`config.mk`:
```
export PLATFORM = sky130hd
export DESIGN_NAME = vita49_packer
export DESIGN_NICKNAME = d
export VERILOG_FILES = /design/src/rtl/vita49_packer.sv
export SDC_FILE = /design/constraint.sdc
export NUM_CORES = 1
export LEC_CHECK = 0
export ABC_AREA = 1
export BUFFER_PORTS_ARGS = -buffer_cell sky130_fd_sc_hd__buf_2
export CAP_MARGIN = 20
export CORE_AREA = 2 2 110 165
export DETAILED_ROUTE_END_ITERATION = 8
export DIE_AREA = 0 0 112 167
export PLACE_DENSITY_LB_ADDON = 0.12
export SETUP_SLACK_MARGIN = 0.2
export SKIP_LAST_GASP = 1
export SYNTH_ARGS = -nofsm -noshare
export SYNTH_HDL_FRONTEND = slang
export SYNTH_SLANG_ARGS = --single-unit
```
`constraint.sdc`:
```
create_clock -name AXIS_ACLK -period 4.62 [get_ports AXIS_ACLK]
set_input_delay 0.693 -clock AXIS_ACLK [delete_from_list [all_inputs] [get_ports AXIS_ACLK]]
set_output_delay 0.693 -clock AXIS_ACLK [all_outputs]
set_load 0.02 [all_outputs]
```
`src/rtl/vita49_packer.sv`:
```
`default_nettype none
// =============================================================================
// vita49_packer: frames a raw 64-bit sample stream into VITA49 IF Data packets.
// Define VITA49_PACKER_TSF_EN for a sample-count timestamp beat.  Rev 1.0
// =============================================================================
module vita49_packer #(
  parameter int LEN_W = 12
) (
  input  logic             AXIS_ACLK,
  input  logic             AXIS_ARESETN,
  input  logic             cfg_enable,
  input  logic [31:0]      cfg_strm_id,
  input  logic [LEN_W-1:0] cfg_payload_len,
  input  logic [63:0]      S_AXIS_TDATA,
  input  logic             S_AXIS_TVALID,
  input  logic             S_AXIS_TLAST,
  output logic             S_AXIS_TREADY,
  output logic [63:0]      M_AXIS_TDATA,
  output logic             M_AXIS_TVALID,
  output logic [7:0]       M_AXIS_TSTRB,
  output logic             M_AXIS_TLAST,
  input  logic             M_AXIS_TREADY,
  output logic [31:0]      stat_pkts,
  output logic             busy
);

  typedef enum logic [1:0] {
    IDLE    = 2'd0,
    HDR     = 2'd1,
`ifdef VITA49_PACKER_TSF_EN
    TS      = 2'd3,
`endif
    PAYLOAD = 2'd2
  } state_t;

`ifdef VITA49_PACKER_TSF_EN
  localparam logic [1:0]  TSF      = 2'b01;
  localparam logic [15:0] HDR_WRDS = 16'd4;
`else
  localparam logic [1:0]  TSF      = 2'b00;
  localparam logic [15:0] HDR_WRDS = 16'd2;
`endif

  state_t           state_q;
  logic [31:0]      strm_id_q;
  logic [LEN_W-1:0] len_q;
  logic [LEN_W-1:0] beat_cnt_q;
  logic [3:0]       pkt_cnt_q;
  logic [31:0]      stat_q;
  logic [63:0]      tdata_q;
  logic             tvalid_q;
  logic             tlast_q;
`ifdef VITA49_PACKER_TSF_EN
  logic [63:0]      samp_cnt_q;
  logic [63:0]      ts_q;
`endif

  logic [LEN_W-1:0] len_d;
  logic             out_free;
  logic             in_fire;
  logic             last_beat;
  logic [15:0]      pkt_size;
  logic [63:0]      hdr_word;
  logic             unused_tlast;

  // Packet boundaries come from the configured length only.
  assign unused_tlast  = S_AXIS_TLAST;

  assign len_d         = (cfg_payload_len == '0) ? LEN_W'(1) : cfg_payload_len;
  assign out_free      = !tvalid_q || M_AXIS_TREADY;
  assign S_AXIS_TREADY = (state_q == PAYLOAD) && out_free;
  assign in_fire       = S_AXIS_TREADY && S_AXIS_TVALID;
  assign last_beat     = (beat_cnt_q == len_q - LEN_W'(1));
  assign pkt_size      = (16'(len_q) << 1) + HDR_WRDS;
  assign hdr_word      = {4'b0001, 1'b0, 1'b0, 2'b00, 2'b00, TSF, pkt_cnt_q, pkt_size, strm_id_q};

  assign M_AXIS_TDATA  = tdata_q;
  assign M_AXIS_TVALID = tvalid_q;
  assign M_AXIS_TLAST  = tlast_q;
  assign M_AXIS_TSTRB  = 8'hFF;
  assign stat_pkts     = stat_q;
  assign busy          = (state_q != IDLE);

  always_ff @(posedge AXIS_ACLK or negedge AXIS_ARESETN) begin
    if (!AXIS_ARESETN) begin
      state_q    <= IDLE;
      strm_id_q  <= '0;
      len_q      <= '0;
      beat_cnt_q <= '0;
      pkt_cnt_q  <= '0;
      stat_q     <= '0;
      tdata_q    <= '0;
      tvalid_q   <= 1'b0;
      tlast_q    <= 1'b0;
`ifdef VITA49_PACKER_TSF_EN
      samp_cnt_q <= '0;
      ts_q       <= '0;
`endif
    end else begin
      // A consumed beat drains unless one of the states below reloads it.
      if (out_free) tvalid_q <= 1'b0;
      case (state_q)
        IDLE: begin
          if (cfg_enable && S_AXIS_TVALID) begin
            state_q   <= HDR;
            strm_id_q <= cfg_strm_id;
            len_q     <= len_d;
`ifdef VITA49_PACKER_TSF_EN
            ts_q      <= samp_cnt_q;
`endif
          end
        end
        HDR: begin
          if (out_free) begin
            tdata_q    <= hdr_word;
            tvalid_q   <= 1'b1;
            tlast_q    <= 1'b0;
            beat_cnt_q <= '0;
`ifdef VITA49_PACKER_TSF_EN
            state_q    <= TS;
`else
            state_q    <= PAYLOAD;
`endif
          end
        end
`ifdef VITA49_PACKER_TSF_EN
        TS: begin
          if (out_free) begin
            tdata_q  <= ts_q;
            tvalid_q <= 1'b1;
            tlast_q  <= 1'b0;
            state_q  <= PAYLOAD;
          end
        end
`endif
        PAYLOAD: begin
          if (in_fire) begin
            tdata_q    <= S_AXIS_TDATA;
            tvalid_q   <= 1'b1;
            tlast_q    <= last_beat;
            beat_cnt_q <= beat_cnt_q + LEN_W'(1);
            if (last_beat) begin
              pkt_cnt_q <= pkt_cnt_q + 4'd1;
              stat_q    <= stat_q + 32'd1;
              state_q   <= IDLE;
            end
          end
        end
        default: state_q <= IDLE;
      endcase
`ifdef VITA49_PACKER_TSF_EN
      if (in_fire) samp_cnt_q <= samp_cnt_q + 64'd1;
`endif
    end
  end

endmodule
`default_nettype wire

```
# Word level (Yosys, flattened, before mapping)
# Index checks and enable logic that the tools add are counted.
[word_totals]
input_bits = 114
register_bits = 160
word_cells = 53
[classes]
n_addsub = 5
reduce_logical = 13
mux = 19
n_eq_ne = 7
[op_table]
columns = ["cell", "n"]
rows = [
  ["64-bit 2-to-1 mux", 2],
  ["64-bit case mux with 2 select lines", 1],
  ["12-bit 2-to-1 mux", 3],
  ["32-bit by 1-bit adder with 32-bit output (second input constant)", 1],
  ["12-bit case mux with 2 select lines", 1],
  ["13-bit by 2-bit adder with 14-bit output (second input constant)", 1],
  ["12-bit by 1-bit adder with 12-bit output (second input constant)", 1],
  ["12-bit equality test", 1],
  ["12-bit zero test", 1],
  ["12-bit by 1-bit subtractor with 12-bit output (second input constant)", 1],
  ["2-bit 2-to-1 mux", 4],
  ["2-bit inequality test (second input constant)", 4],
  ["2-bit case mux with 3 select lines", 1],
  ["3-bit AND reduction", 2],
  ["1-bit 2-to-1 mux", 5],
  ["4-bit by 1-bit adder with 4-bit output (second input constant)", 1],
  ["1-bit case mux with 2 select lines", 2],
  ["4-bit AND reduction", 1],
  ["2-bit nonzero test", 2],
  ["1-bit logical AND", 3],
  ["2-bit by 1-bit equality test with 1-bit output (second input constant)", 1],
  ["2-bit equality test (second input constant)", 1],
  ["2-bit zero test", 1],
  ["2-bit AND reduction", 1],
  ["other kinds (2)", 2],
]

# Depth between registers and ports, before layout
# Gate-level depths: netlist of run 1.
[logic_depth]
depth_word = 6
ltp_mapped = 16

# Least setup slack after synthesis of run 1
# No wires, ideal clock.
[synth_timing]
kind = "in2reg"
from = "input M_AXIS_TREADY"
to = "register pkt_cnt_q[3]"
cell_stages = 8
slack_ns = 2.416
setup_time_ns = 0.066
t_required_ns = 4.554
t_arrival_ns = 2.138
path_cell_list = "inv_1 -> a21oi_1 -> nand2_1 -> inv_1 -> buf_2 -> clkbuf_1 -> nand3_1 -> nand2_1"
[synth_via]
elab_chain_cells = 4
[synth_lines]
columns = ["element", "line_no", "rtl"]
rows = [
  ["from (decl)", "22", "input logic M_AXIS_TREADY,"],
  ["1-bit logical OR", "70", "assign out_free = !tvalid_q || M_AXIS_TREADY;"],
  ["1-bit logical AND", "71", "assign S_AXIS_TREADY = (state_q == PAYLOAD) && out_free;"],
  ["via S_AXIS_TREADY", "17", "output logic S_AXIS_TREADY,"],
  ["1-bit logical AND", "72", "assign in_fire = S_AXIS_TREADY && S_AXIS_TVALID;"],
  ["3-bit AND reduction (no line)", "-", ""],
  ["to (signal assigned)", "143", "pkt_cnt_q <= pkt_cnt_q + 4'd1;"],
  ["to (decl)", "48", "logic [3:0] pkt_cnt_q;"],
]
# The timed path passes the listed nets, and every way through them passes these cells.
# A chain may end at the register's enable or synchronous reset.

# Worst setup path in the final report of run 1
[layout_timing]
from = "register len_q[0]"
to = "register stat_q[27] (netlist: stat_pkts[27])"
[layout_via]
elab_chain_cells = 3
[layout_lines]
columns = ["element", "line_no", "rtl"]
rows = [
  ["from (decl)", "46", "logic [LEN_W-1:0] len_q;"],
  ["from (signal assigned)", "107", "len_q <= len_d;"],
  ["12-bit by 1-bit subtractor with 12-bit output", "73", "assign last_beat = (beat_cnt_q == len_q - LEN_W'(1));"],
  ["12-bit equality test", "73", ""],
  ["3-bit AND reduction (no line)", "-", ""],
  ["to (signal assigned)", "144", "stat_q <= stat_q + 32'd1;"],
  ["to (decl)", "49", "logic [31:0] stat_q;"],
]
# No other way between the ends.

==> results.ini, run 1 <==
[outcome]
outcome=completed

[sta]
setup_violations=0
max_freq_mhz=377
fin_setup_tns_ns=0
worst_pin_slew_ns=0.779
slew_headroom=0.481
slew_viol_final=0
fin_crit_sh=0.575
hold_viol_final=0
finClkSkew_ns=0.00697
period_minus_slack_ns=2.66
setup_slack_ns=1.96
rsz0062_at_grt=no

[critical_path]
critPathLaunchType=flop
criticalPathCategory=flop to flop
cpPeakStageDelay_ns=0.46
worstPathRequired_ns=4.92
cp_slowest_cell=dfrtp_1
end_kind=flop
r2r_slack_ns=1.96
path_buf_inv=3
crit_arrival_ns=2.96
cp_max_fo=30
r2r-end=stat_pkts[27]
critPathMostFrequentCell=nand2_1
reg2reg_from=len_q[0]
r2r_cells=15
path_cells=inv_1 > ha_1 > nand2_1 > o21ai_1 > nand2_1 > nand2_1 > nand2_1 > nor2_1 > nand3b_1 > nor2_2 > buf_4 > nand2_1 > buf_4 > nand2_1 > nand2_1
crit_family=simple AND/OR/NAND/NOR gates

[detailed_routing]
drtPass1Iterations=4
highest_layer=met4
vias=7358
dr_wl_met2_mm=11.1
postRouteWirelength_mm=21.5
ant_nets=0
wl_met3_mm=1.00
met1_length_mm=8.67
drtIter0Drc=311
drc=0
wl_per_cell_um=14.9
viasPerCell=5.10

[clock_network]
cts_hold_buf=0
clk_latency_ns=0.42
cts_tree=built
numCtsBuffers=17
ctsResizeCount=0
cts_setup_buffers=0
clock-sinks=160
root_buffer=clkbuf_16
cts.clk_slew.worst_paths_ns=0.06
clockBufferDepth=2
htree_levels=4

[finish]
layout_common_cells=417 x nand2_1, 211 x buf_2, 160 x dfrtp_1, 90 x nand3_1, 64 x nor2_1
final_common_cell=nand2_1
nets=1340
fill_cells=1692
finalNonFillerCells=1444
antenna_cells=0
drive_gt1_frac=0.217
syn_to_final_growth_pct=23.0

[yosys]
syn_inst=1015
yosys_warnings=0
synth_fa_ha_area_frac=0.0125
ys_ff_latch=160
synth_compound_area_frac=0.0530
ys_seq_area_frac=0.500
avgSynthCellArea_um2=7.88
synthMuxAreaShare=0
synth_simple_gate_area_frac=0.323
synth_cell_types=34
syn_area_um2=8000
synthXorXnorAreaFrac=0.0525
synth_top_family_by_area=simple AND/OR/NAND/NOR gates

[power]
ir_worst_vdd_uv=346
power_density_nw_per_um2=577
p_leak_nw=5.30
power.total_w=0.00567

[die]
dieArea_um2=18700
dieHeight_um=167
initial_utilization=0.463
ioPinCount=222
coreArea_um2=17300
rows=59
die_w_um=112

[global_routing]
grt_pass1_wl_mm=36.3
grt_max_degree=83
grt_overflow=0
grt_usage=0.239
grt_pass1_vias=7421
antenna_found_initial=0

[min_path]
hp-class=input port to asynchronous set/reset pin

[placement]
dp_cells=1412
post-place-ws_ns=1.97
hpwl_mm=15.4
routabilityCongestion=0.943
io_buffers=212

[flow_run]
drv_cap=0

-- worst max path at each step --
stage	start	to	slack [ns]	depth (start not counted)
after floorplan	M_AXIS_TREADY	pkt_cnt_q[3]	2.42	8
after global placement	len_q[0]	stat_pkts[3]	2.01	15
after detailed placement	len_q[0]	stat_pkts[7]	1.97	15
after CTS	len_q[0]	stat_pkts[20]	1.97	15
after global routing	len_q[0]	stat_pkts[24]	1.60	15
final	len_q[0]	stat_pkts[27]	1.96	15
-- power breakdown --
part | leakage (nW) | internal [W] | switching (W)
sequential | 2.08 | 0.00187 | 0.000311
clock | 0.278 | 0.000843 | 0.000578
combinational | 2.94 | 0.000711 | 0.00136
-- logic make-up after synthesis --
| family | Yosys count |
|---|---|
| other cells | 1 |
| fa+ha+maj | 8 |
| flops | 160 |
| simple gates | 626 |
| xor+xnor | 48 |
| buf+inv | 108 |
| compound gates | 64 |
-- layout make-up --
cell class                 instances  area [µm²]  area share
multi-input combinational        754        3570       0.363
clock buffer                      21         470      0.0478
clock inverter                    11         129      0.0131
tap                              213         267      0.0271
timing repair buffer             224        1170       0.119
inverter                          61         229      0.0233
sequential                       160        4000       0.407
-- layer usage --
| metal | GRT usage | up-vias |
|---|---|---|
| met1 | 0.280 | 3462 |
| met3 | 0.0462 | 45 |
| li1 | - | 3647 |
| met4 | 0.113 | 0 |
| met2 | 0.419 | 204 |
| met5 | 0 | - |
-- registers in the layout, summed over array words and instances (netlist names) --
name	count
M_AXIS_TDATA	64
M_AXIS_TLAST	1
M_AXIS_TVALID	1
beat_cnt_q	12
len_q	12
pkt_cnt_q	4
stat_pkts	32
state_q	2
strm_id_q	32
-- cell usage after synthesis --
| cell type | count | area, µm² |
|---|---|---|
| a21oi_1 | 7 | 35.0 |
| a22o_1 | 14 | 123 |
| a311oi_1 | 1 | 8.76 |
| a31oi_1 | 2 | 12.5 |
| buf_1 | 6 | 22.5 |
| buf_2 | 5 | 25.0 |
| buf_4 | 11 | 82.6 |
| buf_6 | 1 | 11.3 |
| clkbuf_1 | 24 | 90.1 |
| clkinv_1 | 1 | 3.75 |
| conb_1 | 1 | 3.75 |
| dfrtp_1 | 160 | 4000 |
| ha_1 | 8 | 100 |
| inv_1 | 58 | 218 |
| inv_2 | 2 | 7.51 |
| nand2_1 | 417 | 1570 |
| nand3_1 | 90 | 450 |
| nand3_2 | 1 | 10.0 |
| nand3b_1 | 4 | 30.0 |
| nand4_1 | 14 | 87.6 |
| nor2_1 | 65 | 244 |
| nor2_2 | 5 | 31.3 |
| nor3_1 | 20 | 100 |
| nor3_2 | 1 | 10.0 |
| nor4_1 | 8 | 50.1 |
| nor4b_1 | 1 | 8.76 |
| o211ai_1 | 14 | 105 |
| o21a_1 | 1 | 7.51 |
| o21ai_0 | 21 | 105 |
| o21ai_1 | 2 | 10.0 |
| o22a_1 | 1 | 8.76 |
| o311ai_0 | 1 | 8.76 |
| xnor2_1 | 10 | 87.6 |
| xor2_1 | 38 | 333 |
-- per-stage QoR --
stage          cell area [µm²]   util  hold slack, ns
2_1_floorplan             8030      -           0.397
3_3_place_gp              9240  0.535           0.453
3_5_place_dp              9240  0.535           0.459
4_1_cts                   9840  0.570           0.326
5_1_grt                   9840  0.570           0.343
6_report                  9840  0.570           0.291
Power figures use the tool's default switching activity.
==> inputs of run 2 (changes only) <==
Clock period 4.62 ns to 2.3 ns, I/O delays scaled along.
==> run 2 against run 1 <==
  * Combinational power is 140% higher
  * Sequential cell count stayed put
  * Global-route usage is 0.67 points higher
  * Cell area is 5.2% higher
  * Critical path type unchanged
  * Largest power group is now combinational logic
==> results.ini, run 2 (synthesized netlist as in run 1, its figures left out) <==
[clock_network]
root_buffer=clkbuf_16
cts.clk_slew.worst_paths_ns=0.07
clockBufferDepth=2
htree_levels=4
clock-sinks=160
cts_tree=built
clk_latency_ns=0.43
numCtsBuffers=17

[critical_path]
cp_max_fo=8
critPathLaunchType=flop
crit_arrival_ns=2.37
criticalPathCategory=flop to flop
end_kind=flop
worstPathRequired_ns=2.62

[power]
power_density_nw_per_um2=1160
ir_worst_vdd_uv=653
p_leak_nw=5.51

[placement]
hpwl_mm=16.4
placed_area_um2=9480
routabilityCongestion=0.975
io_buffers=212

[die]
ioPinCount=222
dieArea_um2=18700
dieHeight_um=167
die_w_um=112
initial_utilization=0.463
coreArea_um2=17300
rows=59

[sta]
fin_crit_sh=0.891
finClkSkew_ns=0.0128
rsz0062_at_grt=yes
slew_headroom=0.611
period_minus_slack_ns=2.05
fin_setup_tns_ns=0
worst_pin_slew_ns=0.583
hold_viol_final=0
max_freq_mhz=488
setup_violations=0
slew_viol_final=0

[detailed_routing]
drtPass1Iterations=4
postRouteWirelength_mm=22.8
vias=7519
ant_nets=0
viasPerCell=5.08
drtIter0Drc=414
drc=0
wl_per_cell_um=15.4

[flow_run]
drv_cap=0

[outcome]
outcome=completed

[finish]
antenna_cells=0
ff_latch_area_um2=4010
largest_reg_flops=64
postLayoutCellArea_um2=10300
final_common_cell=nand2_1
drive_gt1_frac=0.277
layout_common_cells=400 x nand2_1, 211 x buf_2, 156 x dfrtp_1, 85 x nand3_1, 56 x nor2_1
multiInputGateArea_um2=3760
nets=1377
fill_cells=1727
syn_to_final_growth_pct=29.4

[global_routing]
grt_usage=0.246
grt_max_degree=66
grt_pass1_vias=7500
grt_pass1_wl_mm=36.7
grt_overflow=0
antenna_found_initial=0

[min_path]
hp-class=input port to flop

run 2: cell types whose count changed in the layout (fill, tap and decap cells not counted), sizes merged:
cell	change
buf	+36
bufinv	-1
dlygate4sd3	+1
clkinv	+2
clkinvlp	-2
run 2: critical path, stage by stage (launching register included):
cell and delay, ns:
dfrtp_1 0.39, inv_2 0.09, ha_4 0.17, nand2_1 0.09
nor2_2 0.14, nand3_1 0.14, nand3_2 0.09, nand3_1 0.08
nor2_1 0.14, nand3_2 0.17, nor2_2 0.16, buf_6 0.14
nand2_2 0.05, nand2_1 0.06, nand2_1 0.04
run 2: cell type report:
class,count,share of cell area
Sequential cell,160,0.387
Clock buffer,21,0.0445
Tap cell,213,0.0258
Inverter,61,0.0224
Multi-Input combinational cell,754,0.363
Clock inverter,10,0.0102
Timing Repair Buffer,261,0.146
run 2: path summary, 6_finish.rpt:
check / start / endpoint / slack (ns) / cells past startpoint
min in group asynchronous: AXIS_ARESETN / M_AXIS_TDATA[33] / 0.47 / 2
hold reg to reg: strm_id_q[13] / strm_id_q[13] / 0.47 / 2
max in group asynchronous: AXIS_ARESETN / M_AXIS_TDATA[51] / 1.18 / 3
setup reg to reg: len_q[1] / stat_pkts[8] / 0.25 / 14
setup / recovery: len_q[1] / stat_pkts[8] / 0.25 / 14
hold / removal: cfg_strm_id[18] / strm_id_q[18] / 0.11 / 3
run 2: stage by stage:
step	hold slack [ns]	cells	power (W)	utilization	setup slack, ns
global route	0.101	1480	0.0128	0.599	0.0795
CTS	0.0947	1470	0.0117	0.584	0.203
finish	0.111	1480	0.0120	0.599	0.250
global placement	0.371	1437	0.00876	0.549	0.0889
detailed placement	0.366	1437	0.00887	0.549	0.0699
floorplan	0.0494	1022	0.00719	-	0.276
run 2: metal layers:
metal  global-route usage  up-vias  part of all wire
li1                     -     3713                 -
met1                0.277     3555              0.40
met2                0.445      207              0.53
met3               0.0546       44             0.047
met4                0.103        0             0.028
met5                    0        -                 0
run 2: report_power, final:
group	leakage (nW)	switching, W	total, W	internal [W]
Sequential	2.07	0.000643	0.00441	0.00377
Clock	0.266	0.00120	0.00276	0.00156
Combinational	3.17	0.00307	0.00487	0.00180
Total	5.51	0.00492	0.0120	0.00712
run 2: what timing repair did:
item,in CTS,in global routing
hold buffers,1,0
buffers inserted,1,10
resized for setup,7,59
pin swaps,1,20
endpoints found under the hold margin,51,0
setup endpoints to repair,42,88
==> inputs of run 3 (changes only) <==
Settings changed: ABC_CLOCK_PERIOD_IN_PS from default to 2300, BUFFER_PORTS_ARGS -buffer_cell sky130_fd_sc_hd__buf_2 to default, DONT_BUFFER_PORTS from default to 1.
==> run 3 against run 2 <==
  * The flow now finishes with violations (negative hold slack)
  * Sequential cell count unchanged
  * Clock power up 5%
  * Worst setup slack worse by 0.038 ns
  * Register-to-register slack worse by 0.04 ns
  * Highest routed layer unchanged
  * Non-clock buffer count down 214
  * Critical path type unchanged
==> results.ini, run 3 (synthesized netlist as in run 1, its figures left out) <==
[finish]
drive_gt1_frac=0.114
antenna_cells=0
largest_reg_flops=64
nets=1163
layout_common_cells=408 x nand2_1, 159 x dfrtp_1, 83 x nand3_1, 58 x nor2_1, 53 x inv_1
syn_to_final_growth_pct=15.5
final_common_cell=nand2_1

[critical_path]
r2r_slack_ns=0.21
worstPathRequired_ns=2.61
crit_family=simple AND/OR/NAND/NOR gates
reg2reg_from=len_q[1]
path_buf_inv=2
cp_max_fo=8
critPathLaunchType=flop
path_cells=inv_2 > ha_4 > nand2_1 > nand2_2 > nor2_2 > nand3_1 > nor2_1 > nand2_1 > nor2_1 > nand3_2 > nor2_2 > buf_6 > nand2_2 > nand2_1 > nand2_1
cp_slowest_cell=dfrtp_1
criticalPathCategory=flop to flop
r2r_cells=15
crit_arrival_ns=2.40
crit_cells=15
cpPeakStageDelay_ns=0.39
r2r-end=stat_pkts[8]
end_kind=flop
critPathMostFrequentCell=nand2_1

[die]
initial_utilization=0.463
die_w_um=112
dieArea_um2=18700
coreArea_um2=17300
rows=59
dieHeight_um=167
ioPinCount=222

[sta]
rsz0062_at_grt=yes
period_minus_slack_ns=2.09
slew_viol_final=0
slew_headroom=0.578
hold_viol_final=160
fin_setup_tns_ns=0
setup_slack_ns=0.212
fin_crit_sh=0.908
setup_violations=0
finClkSkew_ns=0.00954
whs_ns=-0.383
worst_pin_slew_ns=0.626
max_freq_mhz=479

[clock_network]
root_buffer=clkbuf_16
cts.clk_slew.worst_paths_ns=0.06
numCtsBuffers=17
clk_latency_ns=0.42
cts_tree=built
htree_levels=4
clockBufferDepth=2
clock-sinks=160

[detailed_routing]
postRouteWirelength_mm=22.1
drtPass1Iterations=4
vias=6739
ant_nets=0
drtIter0Drc=405
wl_per_cell_um=17.4
viasPerCell=5.32
drc=0

[placement]
routabilityCongestion=0.934
hpwl_mm=15.4
io_buffers=0
post-place-ws_ns=0.0252

[global_routing]
grt_pass1_wl_mm=34.9
grt_max_degree=161
antenna_found_initial=0
grt_pass1_vias=6853
grt_overflow=0
grt_usage=0.236

[power]
power_density_nw_per_um2=1230
ir_worst_vdd_uv=680
p_leak_nw=4.57

[min_path]
hp-class=input port to asynchronous set/reset pin

[outcome]
violations=negative hold slack
outcome=finished, violations left

[flow_run]
drv_cap=0

## run 3: cell count changes in the layout (fill, tap and decap cells not counted), moves of 3 or more
cell | previous run | this run
buf_2 | 211 | 0
nand2_1 | 400 | 408
nand2_2 | 16 | 8
inv_2 | 9 | 5
dfrtp_1 | 156 | 159
dfrtp_2 | 4 | 1
inv_1 | 50 | 53
## run 3: worst max-delay path by stage
stage	startpoint	endpoint	slack, ns
2_1_floorplan	len_q[0]	stat_pkts[19]	0.28
3_3_place_gp	len_q[1]	state_q[0]	0.07
3_5_place_dp	len_q[1]	state_q[0]	0.03
4_1_cts	len_q[0]	state_q[0]	0.21
5_1_grt	len_q[1]	stat_pkts[8]	0.04
6_report	len_q[1]	stat_pkts[8]	0.21
## run 3: per-stage QoR
stage / std cells / instance area, µm² / utilization / power, W
floorplan: 1022 / 8030 / - / 0.00719
global placement: 1224 / 8400 / 0.486 / 0.00814
detailed placement: 1224 / 8400 / 0.486 / 0.00823
CTS: 1257 / 9050 / 0.524 / 0.0112
global route: 1266 / 9240 / 0.535 / 0.0121
finish: 1266 / 9240 / 0.535 / 0.0114
## run 3: cell type report
type                       instances  area [µm²]
fill                            1704        8040
sequential                       160        4010
multi-input combinational        754        3690
timing repair buffer              47         448
clock buffer                      19         433
tap                              213         267
inverter                          61         233
clock inverter                    12         161
## run 3: metal layers
layer	track usage	part of all wire
met5	0	0
met4	0.0907	0.025
met3	0.0655	0.061
met2	0.434	0.54
met1	0.255	0.37
## run 3: where the power goes
| part | total, W | switching [W] | internal (W) | leakage (nW) |
|---|---|---|---|---|
| Clock | 0.00289 | 0.00118 | 0.00171 | 0.280 |
| Sequential | 0.00517 | 0.00141 | 0.00376 | 2.08 |
| Combinational | 0.00334 | 0.00201 | 0.00132 | 2.21 |
## run 3: timing repair
item / CTS / global route
setup buffers: 2 / 8
gates resized for setup: 11 / 36
endpoints found under the hold margin: 160 / 160
pin swaps: 4 / 17
setup endpoints to repair: 89 / 95
gates cloned: 0 / 1
